===== src/rtl/mmio_io_ctrl_if.sv =====
// Memory-stage bus, instruction/branch events and UART byte streams of mmio_io_ctrl.
// The core-side master drives requests; the controller is the slave.
interface mmio_io_ctrl_if;
  logic [31:0] addr;
  logic [31:0] wdata;
  logic        wr_en;
  logic        rd_en;
  logic [31:0] rdata;
  logic        inst_retired;
  logic        br_valid;
  logic        br_taken;
  // Both byte streams move one byte on each clock edge where valid and ready are both 1.
  // valid must not depend on ready, and the data is stable whenever valid is high.
  logic [7:0]  rx_data;
  logic        rx_valid;
  logic        rx_ready;
  logic [7:0]  tx_data;
  logic        tx_valid;
  logic        tx_ready;

  modport master (
    output addr, wdata, wr_en, rd_en, inst_retired, br_valid, br_taken,
    output rx_data, rx_valid, tx_ready,
    input  rdata, rx_ready, tx_data, tx_valid
  );

  modport slave (
    input  addr, wdata, wr_en, rd_en, inst_retired, br_valid, br_taken,
    input  rx_data, rx_valid, tx_ready,
    output rdata, rx_ready, tx_data, tx_valid
  );
endinterface


===== src/rtl/mmio_io_ctrl.sv =====
// MMIO window with buffered UART RX/TX FIFOs and cycle/instret counters.
// Define BRANCH_STATS_EN to add the branch-resolved/branch-taken counter pair at 0x1C/0x20.
module mmio_io_ctrl #(
  parameter int          RX_DEPTH  = 8,
  parameter int          TX_DEPTH  = 8,
  parameter int          CNT_W     = 32,
  parameter logic [31:0] BASE_ADDR = 32'h8000_0000
) (
  input  logic         clk,
  input  logic         rst,
  mmio_io_ctrl_if.slave bus
);
  localparam int RX_PW = $clog2(RX_DEPTH);
  localparam int TX_PW = $clog2(TX_DEPTH);
  localparam logic [RX_PW:0] RX_CAP = (RX_PW+1)'(RX_DEPTH);
  localparam logic [TX_PW:0] TX_CAP = (TX_PW+1)'(TX_DEPTH);

  localparam logic [7:0] OFF_STATUS = 8'h00;
  localparam logic [7:0] OFF_RX     = 8'h04;
  localparam logic [7:0] OFF_TX     = 8'h08;
  localparam logic [7:0] OFF_CYC    = 8'h10;
  localparam logic [7:0] OFF_INST   = 8'h14;
  localparam logic [7:0] OFF_CLR    = 8'h18;
  localparam logic [7:0] OFF_BR     = 8'h1C;
  localparam logic [7:0] OFF_BRT    = 8'h20;

  function automatic logic [31:0] zext(input logic [CNT_W-1:0] v);
    zext = '0;
    zext[CNT_W-1:0] = v;
  endfunction

  logic       hit;
  logic [7:0] off;
  logic       rd_hit;
  logic       wr_hit;
  logic       clr;

  assign hit    = (bus.addr[31:8] == BASE_ADDR[31:8]);
  assign off    = bus.addr[7:0];
  assign rd_hit = bus.rd_en & hit;
  assign wr_hit = bus.wr_en & hit;
  assign clr    = wr_hit & (off == OFF_CLR);

  // RX FIFO
  logic [7:0]       rx_mem [RX_DEPTH];
  logic [RX_PW-1:0] rx_wptr;
  logic [RX_PW-1:0] rx_rptr;
  logic [RX_PW:0]   rx_cnt;
  logic             rx_full;
  logic             rx_empty;
  logic             rx_push;
  logic             rx_pop;
  logic [7:0]       rx_head;

  assign rx_full     = (rx_cnt == RX_CAP);
  assign rx_empty    = (rx_cnt == '0);
  assign rx_push     = bus.rx_valid & ~rx_full;
  assign rx_pop      = rd_hit & (off == OFF_RX) & ~rx_empty;
  assign rx_head     = rx_mem[rx_rptr];
  assign bus.rx_ready = ~rx_full;

  always_ff @(posedge clk or posedge rst) begin
    if (rst) begin
      rx_wptr <= '0;
      rx_rptr <= '0;
      rx_cnt  <= '0;
      for (int i = 0; i < RX_DEPTH; i++) rx_mem[i] <= '0;
    end else begin
      if (rx_push) begin
        rx_mem[rx_wptr] <= bus.rx_data;
        rx_wptr         <= rx_wptr + RX_PW'(1);
      end
      if (rx_pop) rx_rptr <= rx_rptr + RX_PW'(1);
      if (rx_push && !rx_pop)      rx_cnt <= rx_cnt + (RX_PW+1)'(1);
      else if (rx_pop && !rx_push) rx_cnt <= rx_cnt - (RX_PW+1)'(1);
    end
  end

  // TX FIFO: fullness is judged on the count at the start of the cycle, so a
  // write into a full FIFO is lost even when the transmitter drains a byte.
  logic [7:0]       tx_mem [TX_DEPTH];
  logic [TX_PW-1:0] tx_wptr;
  logic [TX_PW-1:0] tx_rptr;
  logic [TX_PW:0]   tx_cnt;
  logic             tx_full;
  logic             tx_empty;
  logic             tx_push;
  logic             tx_pop;

  assign tx_full      = (tx_cnt == TX_CAP);
  assign tx_empty     = (tx_cnt == '0);
  assign tx_push      = wr_hit & (off == OFF_TX) & ~tx_full;
  assign tx_pop       = ~tx_empty & bus.tx_ready;
  assign bus.tx_valid = ~tx_empty;
  assign bus.tx_data  = tx_empty ? 8'h00 : tx_mem[tx_rptr];

  always_ff @(posedge clk or posedge rst) begin
    if (rst) begin
      tx_wptr <= '0;
      tx_rptr <= '0;
      tx_cnt  <= '0;
      for (int i = 0; i < TX_DEPTH; i++) tx_mem[i] <= '0;
    end else begin
      if (tx_push) begin
        tx_mem[tx_wptr] <= bus.wdata[7:0];
        tx_wptr         <= tx_wptr + TX_PW'(1);
      end
      if (tx_pop) tx_rptr <= tx_rptr + TX_PW'(1);
      if (tx_push && !tx_pop)      tx_cnt <= tx_cnt + (TX_PW+1)'(1);
      else if (tx_pop && !tx_push) tx_cnt <= tx_cnt - (TX_PW+1)'(1);
    end
  end

  logic [CNT_W-1:0] cyc_cnt;
  logic [CNT_W-1:0] inst_cnt;

  always_ff @(posedge clk or posedge rst) begin
    if (rst) begin
      cyc_cnt  <= '0;
      inst_cnt <= '0;
    end else if (clr) begin
      cyc_cnt  <= '0;
      inst_cnt <= '0;
    end else begin
      cyc_cnt <= cyc_cnt + CNT_W'(1);
      if (bus.inst_retired) inst_cnt <= inst_cnt + CNT_W'(1);
    end
  end

`ifdef BRANCH_STATS_EN
  logic [CNT_W-1:0] br_cnt;
  logic [CNT_W-1:0] brt_cnt;

  always_ff @(posedge clk or posedge rst) begin
    if (rst) begin
      br_cnt  <= '0;
      brt_cnt <= '0;
    end else if (clr) begin
      br_cnt  <= '0;
      brt_cnt <= '0;
    end else if (bus.br_valid) begin
      br_cnt <= br_cnt + CNT_W'(1);
      if (bus.br_taken) brt_cnt <= brt_cnt + CNT_W'(1);
    end
  end
`else
  logic br_unused;
  assign br_unused = bus.br_valid | bus.br_taken;
`endif

  logic wdata_unused;
  assign wdata_unused = ^bus.wdata[31:8];

  // Read mux sees pre-cycle state, so a same-cycle write never affects the load.
  logic [31:0] rd_mux;

  always_comb begin
    rd_mux = '0;
    case (off)
      OFF_STATUS: rd_mux = {30'd0, ~rx_empty, ~tx_full};
      OFF_RX:     rd_mux = rx_empty ? 32'd0 : {24'd0, rx_head};
      OFF_CYC:    rd_mux = zext(cyc_cnt);
      OFF_INST:   rd_mux = zext(inst_cnt);
`ifdef BRANCH_STATS_EN
      OFF_BR:     rd_mux = zext(br_cnt);
      OFF_BRT:    rd_mux = zext(brt_cnt);
`endif
      default:    rd_mux = '0;
    endcase
  end

  logic [31:0] rdata_q;

  always_ff @(posedge clk or posedge rst) begin
    if (rst)         rdata_q <= '0;
    else if (rd_hit) rdata_q <= rd_mux;
  end

  assign bus.rdata = rdata_q;

  localparam logic [7:0] OFF_UNUSED_BR = OFF_BR ^ OFF_BRT;
  logic off_br_unused;
  assign off_br_unused = ^OFF_UNUSED_BR;
endmodule


===== src/flat_wrapper.sv =====
// flat-port wrapper written by rule: the top's interface ports become plain ports
module mmio_io_ctrl_flat 
#(
  parameter int          RX_DEPTH  = 8,
  parameter int          TX_DEPTH  = 8,
  parameter int          CNT_W     = 32,
  parameter logic [31:0] BASE_ADDR = 32'h8000_0000
)
  (clk, rst, bus_addr, bus_wdata, bus_wr_en, bus_rd_en, bus_inst_retired, bus_br_valid, bus_br_taken, bus_rx_data, bus_rx_valid, bus_tx_ready, bus_rdata, bus_rx_ready, bus_tx_data, bus_tx_valid);
  mmio_io_ctrl_if bus_i ();
  input  logic clk;
  input  logic rst;
  input wire logic [$bits(bus_i.addr)-1:0] bus_addr;
  input wire logic [$bits(bus_i.wdata)-1:0] bus_wdata;
  input wire logic [$bits(bus_i.wr_en)-1:0] bus_wr_en;
  input wire logic [$bits(bus_i.rd_en)-1:0] bus_rd_en;
  input wire logic [$bits(bus_i.inst_retired)-1:0] bus_inst_retired;
  input wire logic [$bits(bus_i.br_valid)-1:0] bus_br_valid;
  input wire logic [$bits(bus_i.br_taken)-1:0] bus_br_taken;
  input wire logic [$bits(bus_i.rx_data)-1:0] bus_rx_data;
  input wire logic [$bits(bus_i.rx_valid)-1:0] bus_rx_valid;
  input wire logic [$bits(bus_i.tx_ready)-1:0] bus_tx_ready;
  output wire logic [$bits(bus_i.rdata)-1:0] bus_rdata;
  output wire logic [$bits(bus_i.rx_ready)-1:0] bus_rx_ready;
  output wire logic [$bits(bus_i.tx_data)-1:0] bus_tx_data;
  output wire logic [$bits(bus_i.tx_valid)-1:0] bus_tx_valid;
  assign bus_i.addr = bus_addr;
  assign bus_i.wdata = bus_wdata;
  assign bus_i.wr_en = bus_wr_en;
  assign bus_i.rd_en = bus_rd_en;
  assign bus_i.inst_retired = bus_inst_retired;
  assign bus_i.br_valid = bus_br_valid;
  assign bus_i.br_taken = bus_br_taken;
  assign bus_i.rx_data = bus_rx_data;
  assign bus_i.rx_valid = bus_rx_valid;
  assign bus_i.tx_ready = bus_tx_ready;
  assign bus_rdata = bus_i.rdata;
  assign bus_rx_ready = bus_i.rx_ready;
  assign bus_tx_data = bus_i.tx_data;
  assign bus_tx_valid = bus_i.tx_valid;
  mmio_io_ctrl #(.RX_DEPTH(RX_DEPTH), .TX_DEPTH(TX_DEPTH), .CNT_W(CNT_W), .BASE_ADDR(BASE_ADDR)) u_core (.clk(clk), .rst(rst), .bus(bus_i));
endmodule

===== config.mk =====
export PLATFORM = sky130hd
export DESIGN_NAME = mmio_io_ctrl_flat
export DESIGN_NICKNAME = d
export VERILOG_FILES = /design/src/rtl/mmio_io_ctrl_if.sv /design/src/rtl/mmio_io_ctrl.sv /design/src/flat_wrapper.sv
export SDC_FILE = /design/constraint.sdc
export NUM_CORES = 1
export LEC_CHECK = 0
export CAP_MARGIN = 30
export CORE_MARGIN = 4
export CORE_UTILIZATION = 30
export DETAILED_ROUTE_END_ITERATION = 6
export PLACE_DENSITY = 0.51
export SETUP_SLACK_MARGIN = 0.15
export SYNTH_ARGS = -nofsm -noshare
export SYNTH_HDL_FRONTEND = slang
export SYNTH_SLANG_ARGS = --single-unit

===== constraint.sdc =====
create_clock -name clk -period 11.2 [get_ports clk]
set_input_delay 3.36 -clock clk [delete_from_list [all_inputs] [get_ports clk]]
set_output_delay 3.36 -clock clk [all_outputs]
set_load 0.05 [all_outputs]

* After elaboration in Yosys (flattened, before gate mapping)
Cells that the tools add are included.
** Word-level totals
- Logic and storage cells :: 104
- Input port bits :: 81
- Register bits :: 244
- Output and inout bits :: 42
** Cells by class
- Bitwise gates (word level) :: 17
- Order comparisons :: 6
- Muxes and demuxes :: 22
- Add/subtract/negate cells :: 10
- Eq/ne operators :: 8
- Reductions and logical operators :: 16
** Operators by type and width (count)
- bitwise mux 64 bit :: 2
- case mux 32 bit (4 select lines) :: 1
- 2-to-1 mux 32 bit :: 3
- adder 32 x 1 -> 32 bit (second input constant) :: 2
- 2-to-1 mux 8 bit :: 8
- binary-select mux 8 bit (select 3 bit) :: 2
- demux 8 bit (select 3 bit) :: 2
- == test 24 bit (second input constant) :: 1
- == test 8 x 5 -> 1 bit (second input constant) :: 3
- >= comparator 4 bit (second input constant) :: 4
- 2-to-1 mux 4 bit :: 4
- inverter 3 -> 4 bit :: 4
- adder 3 x 1 -> 3 bit (second input constant) :: 4
- bitwise AND 1 bit :: 9
- adder 4 x 1 -> 4 bit (second input constant) :: 2
- == test 4 bit (second input constant) :: 2
- == test 8 x 3 -> 1 bit (second input constant) :: 1
- == test 8 x 4 -> 1 bit (second input constant) :: 1
- zero test 4 bit :: 2
- zero test 8 bit :: 1
- less-than comparator 4 x 1 -> 1 bit (second input constant) :: 2
- subtractor 4 x 1 -> 4 bit (second input constant) :: 2
- logical AND 1 bit :: 6
- nonzero test 2 bit :: 3
- 2 further kinds :: 8

* Longest topological paths before layout
- Word-level depth :: 8
- Depth in mapped cells :: 13
- Gate-level depth less buffers :: 13

* Least setup slack after synthesis
No wires, ideal clock.
- Path type :: input to register
- Start :: input bus_addr[4]
- End :: register u_core.rx_cnt[3]
- Stages :: 11
- Buffers on the path :: 0
- Library setup time :: 125 ps
- Setup slack :: 5373 ps
- Arrival :: 5701 ps
- Cells stage by stage :: or4_4 nor3_2 nand2_1 ha_1 inv_1 ha_1 a21o_1 a21oi_1 xnor2_1 nor2_1 xor2_1
** On the way
- Longest elaborated chain between the ends :: 6
- Elaborated cells between the ends (all ways) :: 8
- Classes of those cells :: eq/ne: 1; mux: 1; bitwise: 2; reduce/logical: 4
** Ends and longest elaborated chain
- from (decl) :: RTL line flat_wrapper.sv:13 : input wire logic [$bits(bus_i.addr)-1:0] bus_addr;
- == test 8 x 3 -> 1 bit (*) :: RTL line mmio_io_ctrl.sv:58 : assign rx_pop = rd_hit & (off == OFF_RX) & ~rx_empty;
- bitwise AND 1 bit (*) (2 in series) :: RTL line mmio_io_ctrl.sv:58
- zero test 1 bit :: RTL line mmio_io_ctrl.sv:74 : if (rx_push && !rx_pop) rx_cnt <= rx_cnt + (RX_PW+1)'(1);
- logical AND 1 bit :: RTL line mmio_io_ctrl.sv:74
- 2-to-1 mux 4 bit or nonzero test 2 bit (tied branches)
- to (signal assigned) :: RTL line mmio_io_ctrl.sv:74
- to (signal assigned) :: RTL line mmio_io_ctrl.sv:75 : else if (rx_pop && !rx_push) rx_cnt <= rx_cnt - (RX_PW+1)'(1);
- to (decl) :: RTL line mmio_io_ctrl.sv:48 : logic [RX_PW:0] rx_cnt;
Mark *: on every way between the ends. The rest lies on a longest branch, timed or not.
A chain may end at the register's enable or synchronous reset.

* Worst setup path after layout
- Start :: register u_core.tx_rptr[0]
- End :: output bus_tx_data[1]
** On the way
- Longest elaborated chain between the ends :: 5
** Ends and longest elaborated chain
- from (decl) :: RTL line mmio_io_ctrl.sv:83 : logic [TX_PW-1:0] tx_rptr;
- from (signal assigned) :: RTL line mmio_io_ctrl.sv:108 : if (tx_pop) tx_rptr <= tx_rptr + TX_PW'(1);
- inverter 3 -> 4 bit (not written as such) :: RTL line mmio_io_ctrl.sv:95 : assign bus.tx_data = tx_empty ? 8'h00 : tx_mem[tx_rptr];
- binary-select mux 8 bit (select 3 bit) :: RTL line mmio_io_ctrl.sv:95
- 2-to-1 mux 8 bit (not written as such) (2 in series) :: RTL line mmio_io_ctrl.sv:95
- 2-to-1 mux 8 bit :: RTL line mmio_io_ctrl.sv:95
- to (decl) :: RTL line flat_wrapper.sv:25 : output wire logic [$bits(bus_i.tx_data)-1:0] bus_tx_data;
No other way between the ends. The select of a mux whose other input is x is not followed.

==> summary.txt <==
Status
  – Status: completed

Synthesis
  – Syn_nets: 1025
  – Register bit total from synthesis: 244
  – Syn Inst Count: 930
  – Yosys warns: 0
  – Syn Area/Cell: 12.5 um2
  – Synth Cell Area: 11700 um2
  – Most used DFF post-synth: dfrtp_1
  – Async SR Flop Fraction: 100%
  – Register area share after synthesis: 52.3%
  – Post-synth EDFFs: 0
  – Unique masters post-synth: 44

Finish
  – Final non-filler cell area: 14200 um2
  – Layout area overhead: 22.1%
  – # nets final: 1125
  – Non-filler instance count after layout: 1563
  – Ant diodes: 0
  – Share of post-route cells with drive strength above 1: 24.1%

Clocking
  – Total CTS buffers: 30
  – Post CTS Setup Buffer Count: 0
  – Clk_lat worst skew: 580 ps
  – Clock transition at path regs: 60 ps
  – # resized after CTS: 0
  – CTS root buf: clkbuf_16
  – Clock Tree Buf Depth: 3
  – Clock H-tree levels: 1
  – Hold_buf cts: 0
  – CTS tree: yes
  – TritonCTS Sinks: 244

Timing
  – Fmax: 0.157 GHz
  – Period utilization: 56.9%
  – Worst-margin pin slew: 910 ps
  – Final Hold Fails: 0
  – Setup_tns: 0 ps
  – Min Tclk post-route: 6380 ps
  – RSZ-0062 raised after global routing: false
  – Max Slew Vio Count: 0
  – Clock Skew: 33.4 ps
  – Max-slew headroom: 39.4%
  – Final setup viols: 0

Critical path
  – Setup slack, reg-to-reg: 8380 ps
  – Critical Path Start: u_core.tx_rptr[0]$_DFFE_PP0P_
  – CP peak stage delay: 700 ps
  – CP endpoint kind: output pin
  – Crit path DAT: 3020 ps
  – WP data required: 7840 ps
  – Kind of critical path: reg2out
  – Worst r2r path cells: 11
  – Crit path to: bus_tx_data[1]
  – Reg2reg start: u_core.rx_cnt[0]$_DFFE_PP0P_
  – Crit-path cells: buf_4 > mux4_2 > mux2i_1 > nor2_1 > clkdlybuf4s50_1
  – Worst Path Max Fanout: 11
  – CP startpoint kind: register
  – Critical Path Slowest Stage Cell: clkdlybuf4s50_1
  – Worst r2r dst: u_core.rx_cnt[3]$_DFFE_PP0P_

Power and ir drop
  – Clock power share: 39.4%
  – Switch share: 26.0%
  – P_sw: 639 uW
  – P_leak: 6.04 nW
  – Seq pwr share: 45.6%
  – Peak VDD IR: 0.116 mV
  – P_int: 1.82 mW
  – Combinational power share: 15.0%
  – Power Density: 172 nW/um2

Global routing
  – Grt total ovfl: 0
  – First-pass GRT wire length: 45.2 mm
  – Largest net degree at the start of global routing: 101
  – Total track usage: 13.4%
  – Number of antenna violations at the first check in global routing: 0
  – Vias in the first global route: 7840

Worst hold path
  – Hold crit path type: reg2reg

Drt
  – ANT nets after route: 0
  – Remaining DRCs: 0
  – Routed vias: 7515
  – Routed vias/inst: 4.81
  – Iteration count of the initial detailed-routing pass: 4
  – Initial DRC Count: 411
  – Final wirelength: 27.9 mm
  – Avg WL per Cell: 17.8 um

Floorplan
  – Die area: 42100 um2
  – Die height: 205 um
  – Cell Rows: 71
  – I/O Pins: 123
  – Starting density of the core: 30.7%
  – Die X: 205 um
  – Core Footprint: 38000 um2

Place
  – Placer Congestion: 0.737
  – Placed cell areas: 13200 um2
  – Post-DP HPWL: 17.7 mm
  – PortBufs: 96
  – Inst Count DP: 1509

Job
  – Max-cap violations: 0
## logic make-up after synthesis
kind of cell             after synthesis  share of synthesized area, %
adder cells (fa/ha/maj)               14                          1.63
flip-flops                           244                          52.3
AND/OR/NAND/NOR                      284                          12.5
AO/OA/AOI/OAI                         70                          3.84
multiplexers                         184                          21.8
XOR/XNOR                              77                          5.78
buffers and inverters                 57                          2.13
## worst max-delay path, delay by kind of cell, from the launching register on
kind	cells	cell delay, ps
buffers and inverters	2	1050
flip-flops	1	640
multiplexers	2	690
AND/OR/NAND/NOR	1	70
## registers in the layout, indices dropped and copies added (netlist names)
signal / flops
u_core.tx_mem: 64
u_core.rx_mem: 64
u_core.inst_cnt: 32
u_core.tx_wptr: 3
u_core.bus.rdata: 32
u_core.rx_rptr: 3
u_core.cyc_cnt: 32
u_core.tx_cnt: 4
u_core.rx_cnt: 4
u_core.rx_wptr: 3
u_core.tx_rptr: 3
## layout make-up
type | count | area (um2)
fillers | 3768 | 23800
flip-flops and latches | 244 | 6110
multi-input cells | 629 | 5350
repair buffers | 112 | 1100
clock buffers | 43 | 880
well taps | 511 | 639
clock inverters | 11 | 118
inverters | 13 | 56.3
## stage by stage
| step | util (%) | setup WS [ps] | hold slack [ps] | power [mW] |
|---|---|---|---|---|
| finish | 37.5 | 4820 | 482 | 2.46 |
| global route | 37.5 | 4610 | 486 | 2.58 |
| CTS | 37.5 | 4740 | 484 | 2.49 |
| detailed placement | 34.8 | 4230 | 469 | 1.51 |
| global placement | 34.8 | 4230 | 464 | 1.50 |
| floorplan | - | 1140 | 452 | 1.40 |
## how the worst min path moves through the flow
| stage | from | to | cells past startpoint |
|---|---|---|---|
| global route | u_core.tx_mem[47]$_DFFE_PP0P_ | u_core.tx_mem[47]$_DFFE_PP0P_ | 1 |
| detailed placement | u_core.tx_mem[47]$_DFFE_PP0P_ | u_core.tx_mem[47]$_DFFE_PP0P_ | 1 |
| finish | u_core.tx_mem[14]$_DFFE_PP0P_ | u_core.tx_mem[14]$_DFFE_PP0P_ | 1 |
| global placement | u_core.tx_mem[13]$_DFFE_PP0P_ | u_core.tx_mem[13]$_DFFE_PP0P_ | 1 |
| floorplan | u_core.tx_mem[12]$_DFFE_PP0P_ | u_core.tx_mem[12]$_DFFE_PP0P_ | 1 |
| CTS | u_core.tx_mem[47]$_DFFE_PP0P_ | u_core.tx_mem[47]$_DFFE_PP0P_ | 1 |
## routing by layer
| metal | global-route usage, % | up-vias | wire length [um] |
|---|---|---|---|
| li1 | - | 3551 | - |
| met1 | 19.2 | 3802 | 13100 |
| met2 | 21.4 | 123 | 13100 |
| met3 | 2.55 | 39 | 1200 |
| met4 | 2.63 | 0 | 530 |
| met5 | 0 | - | 0 |
## placed cells by master (no fill, tap or decap), drive strengths merged, types with 3 or more instances in the layout
cell type / count
dfrtp: 244
mux2: 142
nor2: 118
clkdlybuf4s50: 96
xnor2: 46
nand2: 45
clkbuf: 43
mux4: 32
xor2: 31
a22oi: 29
a21oi: 26
nand3: 24
nor3: 23
nand4: 20
nor4: 18
buf: 16
inv: 14
ha: 12
mux2i: 10
a31oi: 8
and3: 8
or4: 8
and4: 7
clkinv: 7
a21o: 3
nand2b: 3
nor4b: 3
## power groups by stage
stage / clock (mW) / sequential [mW] / combinational [mW]
floorplan: 0 / 1.10 / 0.298
global placement: 0 / 1.13 / 0.365
detailed placement: 0 / 1.14 / 0.377
CTS: 0.995 / 1.12 / 0.378
global route: 1.03 / 1.14 / 0.413
finish: 0.967 / 1.12 / 0.369
## synthesized netlist by cell type, types with 2 or more instances
cell type	count	share of area, %
buf_6	4	0.39
nor4_4	4	0.73
nand2_1	45	1.4
nand3_1	23	0.99
nor3b_1	2	0.13
a21o_1	3	0.19
mux2_4	32	4.1
fa_1	2	0.34
o21ai_0	2	0.086
nand4_1	20	1.1
or4_1	5	0.32
dfrtp_1	244	52
xor2_1	31	2.3
mux2_2	103	9.9
nor4b_2	2	0.26
nor2_1	117	3.8
mux2_1	7	0.68
inv_1	12	0.39
clkbuf_1	30	0.96
a221oi_1	2	0.15
a31oi_1	8	0.43
buf_1	6	0.19
and3_1	8	0.43
a22oi_1	29	1.9
mux4_2	32	6.2
ha_1	12	1.3
nor3_1	22	0.94
or4_4	3	0.29
nand4b_1	2	0.15
mux2i_1	10	0.86
and4_1	7	0.53
a21oi_1	26	1.1
buf_2	4	0.17
nand2b_1	3	0.16
xnor2_1	46	3.5
nor4_1	14	0.75
Note: power is estimated with default switching activity, not from simulation.
